**src/rtl/booth_mult_ctrl.sv**
```systemverilog
// booth_mult_ctrl: sequential signed 32x32 multiplier using radix-2 Booth
// recoding. It runs 32 iterations, one per clock, and keeps the low 32
// product bits plus a signed-overflow flag.
//
// Ports
//   clock          rising-edge clock
//   resetn         asynchronous active-low reset
//   ctrl_MULT      start strobe; one high cycle is one request (restarts if busy)
//   data_operandA  multiplicand, two's complement, sampled on the start edge
//   data_operandB  multiplier, two's complement, sampled on the start edge
//   data_result    low 32 bits of the product, held until the next completion
//   data_exception set when the 64-bit product does not fit in 32 signed bits
//   data_resultRDY one-cycle completion pulse
//   busy           high while iterations are pending
module booth_mult_ctrl (
  input  logic        clock,
  input  logic        resetn,
  input  logic        ctrl_MULT,
  input  logic [31:0] data_operandA,
  input  logic [31:0] data_operandB,
  output logic [31:0] data_result,
  output logic        data_exception,
  output logic        data_resultRDY,
  output logic        busy
);

  typedef enum logic {S_IDLE = 1'b0, S_RUN = 1'b1} state_e;

  state_e      state_q, state_d;
  logic [4:0]  cnt_q, cnt_d;
  logic [32:0] u_q, u_d;     // upper partial product, one extra sign bit
  logic [31:0] l_q, l_d;     // lower half; starts out holding the multiplier
  logic        g_q, g_d;     // Booth guard bit to the right of l_q[0]
  logic [32:0] m_q, m_d;     // sign-extended multiplicand
  logic [31:0] res_q, res_d;
  logic        exc_q, exc_d;
  logic        rdy_q, rdy_d;

  logic [32:0] u_sum;
  logic [32:0] u_sh;
  logic [31:0] l_sh;

  always_ff @(posedge clock or negedge resetn) begin
    if (!resetn) begin
      state_q <= S_IDLE;
      cnt_q   <= '0;
      u_q     <= '0;
      l_q     <= '0;
      g_q     <= 1'b0;
      m_q     <= '0;
      res_q   <= '0;
      exc_q   <= 1'b0;
      rdy_q   <= 1'b0;
    end else begin
      state_q <= state_d;
      cnt_q   <= cnt_d;
      u_q     <= u_d;
      l_q     <= l_d;
      g_q     <= g_d;
      m_q     <= m_d;
      res_q   <= res_d;
      exc_q   <= exc_d;
      rdy_q   <= rdy_d;
    end
  end

  always_comb begin
    state_d = state_q;
    cnt_d   = cnt_q;
    u_d     = u_q;
    l_d     = l_q;
    g_d     = g_q;
    m_d     = m_q;
    res_d   = res_q;
    exc_d   = exc_q;
    rdy_d   = 1'b0;

    // Booth step on {L[0], guard}. The 33-bit width keeps -(-2^31) exact.
    u_sum = u_q;
    case ({l_q[0], g_q})
      2'b01:   u_sum = u_q + m_q;
      2'b10:   u_sum = u_q - m_q;
      default: u_sum = u_q;
    endcase
    // Arithmetic right shift of {U, L, guard} by one.
    u_sh = {u_sum[32], u_sum[32:1]};
    l_sh = {u_sum[0], l_q[31:1]};

    if (ctrl_MULT) begin
      // A start takes priority over everything, including a completing step.
      state_d = S_RUN;
      cnt_d   = '0;
      u_d     = '0;
      l_d     = data_operandB;
      g_d     = 1'b0;
      m_d     = {data_operandA[31], data_operandA};
    end else if (state_q == S_RUN) begin
      u_d   = u_sh;
      l_d   = l_sh;
      g_d   = l_q[0];
      cnt_d = cnt_q + 5'd1;
      if (cnt_q == 5'd31) begin
        state_d = S_IDLE;
        res_d   = l_sh;
        // The product fits in 32 bits only if the upper word is all copies
        // of the low word's sign bit.
        exc_d   = (u_sh[31:0] != {32{l_sh[31]}});
        rdy_d   = 1'b1;
      end
    end
  end

  assign data_result    = res_q;
  assign data_exception = exc_q;
  assign data_resultRDY = rdy_q;
  assign busy           = (state_q == S_RUN);

endmodule
```
**config.mk**
```make
export PLATFORM = sky130hd
export DESIGN_NAME = booth_mult_ctrl
export DESIGN_NICKNAME = d
export VERILOG_FILES = /design/src/rtl/booth_mult_ctrl.sv
export SDC_FILE = /design/constraint.sdc
export NUM_CORES = 1
export LEC_CHECK = 0
export CAP_MARGIN = 20
export CORE_MARGIN = 2
export CORE_UTILIZATION = 40
export DETAILED_ROUTE_END_ITERATION = 12
export PLACE_DENSITY = 0.7
export SLEW_MARGIN = 10
export SYNTH_ARGS = -nofsm -noshare
export SYNTH_HDL_FRONTEND = slang
export SYNTH_SLANG_ARGS = --single-unit
```
**constraint.sdc**
```tcl
create_clock -name clock -period 8.6 [get_ports clock]
set_input_delay 0.86 -clock clock [delete_from_list [all_inputs] [get_ports clock]]
set_output_delay 0.86 -clock clock [all_outputs]
set_load 0.05 [all_outputs]
```
==> results.md <==
* Number of global-route vias before repair at 7153
* Antenna Cells at 0
* Starting density of the core at 0.4106
* Die X-Extent at 151.6 um
* # resized after CTS at 0
* Cells after Synth at 991
* Antenna Nets Post-Route at 0
* CTS root buf: clkbuf_16
* Worst-margin pin slew at 0.8873 ns
* Total CTS buffers at 17
* Status: finished clean
* Net count after synthesis at 1095
* Area leader, netlist: dfrtp_1
* Peak VDD IR at 0.1554 mV
* Minimum clock period at 5.885 ns
* Static Leak at 4.899 nW
* Setup-violating endpoint count in the final report at 0
* Period utilisation layout at 0.6843
* Core Region at 21220 um2
* Design Area, Final at 10550 um2
* Gr ovfl total at 0
* DRT Pass-1 Iters at 7
* Clock H-tree levels at 4
* CTS clock-pin slew for the worst setup and hold paths at 0.06 ns
* Antenna violations before repair at 0
* Avg Cell Area, Syn at 8.791 um2
* TritonCTS Sinks at 137
* Synth top area cells: dfrtp_1, nand2_1, mux2i_1
* Share of cells above drive strength 1 at 0.08233
* Setup Total Neg Slack at 0 ns
* CP cell instances: or4_4 -> nor4b_4 -> or4b_1 -> or4_1 -> nor2_1 -> nand2_1 -> nor2_1 -> nor2_1 -> xnor2_1 -> ha_1 -> nand2_1 -> or3_1 -> a21o_1 -> and2_1 -> xnor2_1 -> a2bb2oi_1 -> or4_1 -> o41a_1 -> o41ai_2 -> o31ai_2
* Top-count cell post-synth: nand2_1
* Synth-to-Final Area Change at 21.14%
* CP max FO at 7
* Ys async rst share at 1.000
* Chip height at 151.6 um
* Cts-stage hold buffer count at 0
* Register bit total from synthesis at 137
* FMAX at 169.9 MHz
* Final Wtd Congestion at 0.9776
* Die area at 22980 um2
* Layout net count at 1172
* Pwr/cell area at 255.1 nW/um2
* Top_reg_cell synth: dfrtp_1
* Synth unique cells at 66
* Worst Path Required at 8.89 ns
* Crit-path most repeated cell: nor2_1
* CP Capture Type: flop
* Max-slew violations at 0
* Setup Skew at 0.006129 ns
* Hold Vio Cnt, Final at 0
* Num rows at 53
* Unrepaired setup endpoints after global routing: no
* FILL cells at 2002
* Critical path class: reg -> reg
* Residual DRC count at 0
* Yosys top cell area share at 0.3935
* 1st-iter DRT viols at 700
* Worst-Skew Late Latency at 0.42 ns
* Synth warn at 0
* Via density at 5.484
* Wire length per cell at 16.58 um
* Max Root-Sink Buffers at 2
* First-pass GRT wire length at 36940 um
* Worst hold path class: reg -> reg
* EDFF count, synth at 0
* GRT Total Usage at 0.2035
* Worst setup SP type: flop
* Slew HR at 0.3915
* Sequential area share after synthesis at 0.3935
* Post-CTS setup buffer count at 0
* Commonest cells post-synth: nand2_1, dfrtp_1, nor2_1, o21ai_0
* Max Cap Violations at 0
* Crit-path max cell delay at 0.57 ns
* Worst path arrival time at 6.17 ns
* Worst path slowest cell: or4_4
* Largest net degree at the start of global routing at 82
* CTS tree: done
* Final WL at 22480 um
* Port Buf Inserts at 101
* I/O pins at 102
* Mapped cell area at 8712 um2
* Dpl hpwl at 16030 um
* Post-DP Area at 9936 um2
* Via count at 7436
per-layer routing:
metal / vias up / share of wire / global-route usage / wire length [um]
li1: 3662 / - / - / -
met2: 235 / 0.45 / 0.3138 / 10030
met3: 42 / 0.060 / 0.04521 / 1352
met5: - / 0 / 0 / 0
met4: 0 / 0.024 / 0.07222 / 543
met1: 3497 / 0.47 / 0.2825 / 10550
cell type report:
| cell class | count | area [um2] | share of cell area |
|---|---|---|---|
| timing repair buffer | 109 | 1070 | 0.1014 |
| tap | 275 | 344.1 | 0.03260 |
| clock buffer | 18 | 429.2 | 0.04066 |
| multi-input combinational | 782 | 5011 | 0.4748 |
| inverter | 21 | 78.83 | 0.007469 |
| clock inverter | 14 | 188.9 | 0.01790 |
| sequential | 137 | 3432 | 0.3252 |
per-stage QoR:
step / std cells / worst slack [ns] / utilization / total power [mW] / hold slack, ns
floorplan: 991 / 3.290 / - / 1.623 / 0.4599
global placement: 1324 / 2.922 / 0.4682 / 1.896 / 0.4567
detailed placement: 1324 / 2.813 / 0.4682 / 1.903 / 0.4618
CTS: 1356 / 2.780 / 0.4973 / 2.689 / 0.4786
global route: 1356 / 2.298 / 0.4973 / 2.868 / 0.4985
finish: 1356 / 2.715 / 0.4973 / 2.693 / 0.4754
registers in the layout, summed over array words and instances (netlist names):
signal          flops
data_exception      1
u_q                32
data_result        32
l_q                32
data_resultRDY      1
cnt_q               5
m_q                32
g_q                 1
busy                1
final timing paths:
path	startpoint	endpoint	slack (ns)	cells past startpoint
max in group asynchronous	resetn	m_q[8]$_DFFE_PN0P_	6.88	2
min	data_result[31]$_DFFE_PN0P_	data_result[31]$_DFFE_PN0P_	0.48	2
max reg2reg	m_q[3]$_DFFE_PN0P_	data_exception$_DFFE_PN0P_	2.72	20
min reg2reg	data_result[31]$_DFFE_PN0P_	data_result[31]$_DFFE_PN0P_	0.48	2
min in group asynchronous	resetn	l_q[25]$_DFFE_PN0P_	0.49	1
max	m_q[3]$_DFFE_PN0P_	data_exception$_DFFE_PN0P_	2.72	20
logic make-up (layout without fill, tap and decap cells):
family | Yosys count | count (layout) | share of synthesized area
AND/OR/NAND/NOR | 372 | 372 | 0.1917
AO/OA/AOI/OAI | 224 | 224 | 0.1607
flip-flops | 137 | 137 | 0.3935
multiplexers | 91 | 91 | 0.1096
buffers and inverters | 72 | 162 | 0.03131
XOR/XNOR | 58 | 58 | 0.05917
adder cells (fa/ha/maj) | 37 | 37 | 0.05400
power breakdown:
group | internal [mW] | total (mW) | switching [mW] | leakage [nW]
registers | 0.726 | 0.816 | 0.0900 | 1.75
logic | 0.450 | 1.10 | 0.654 | 2.86
clock network | 0.465 | 0.773 | 0.308 | 0.296
total | 1.64 | 2.69 | 1.05 | 4.90
worst max-delay path: cells and delay by family, from the launching register on:
kind / cells / cell delay, ns
AOI/OAI and AO/OA: 5 / 1.14
xor gates and xnor gates: 2 / 0.37
adders and majority gates: 1 / 0.35
DFF: 1 / 0.42
and+or+nand+nor: 12 / 3.48
layout by cell type, fill, tap and decap left out, drive strengths merged, types with 35 or more instances in the layout:
| cell type | count |
|---|---|
| a21oi | 56 |
| clkdlybuf4s50 | 99 |
| dfrtp | 137 |
| ha | 36 |
| mux2 | 35 |
| mux2i | 56 |
| nand2 | 189 |
| nor2 | 90 |
| o21ai | 77 |
| xnor2 | 40 |
No activity file was read; power rests on OpenSTA's default activity.
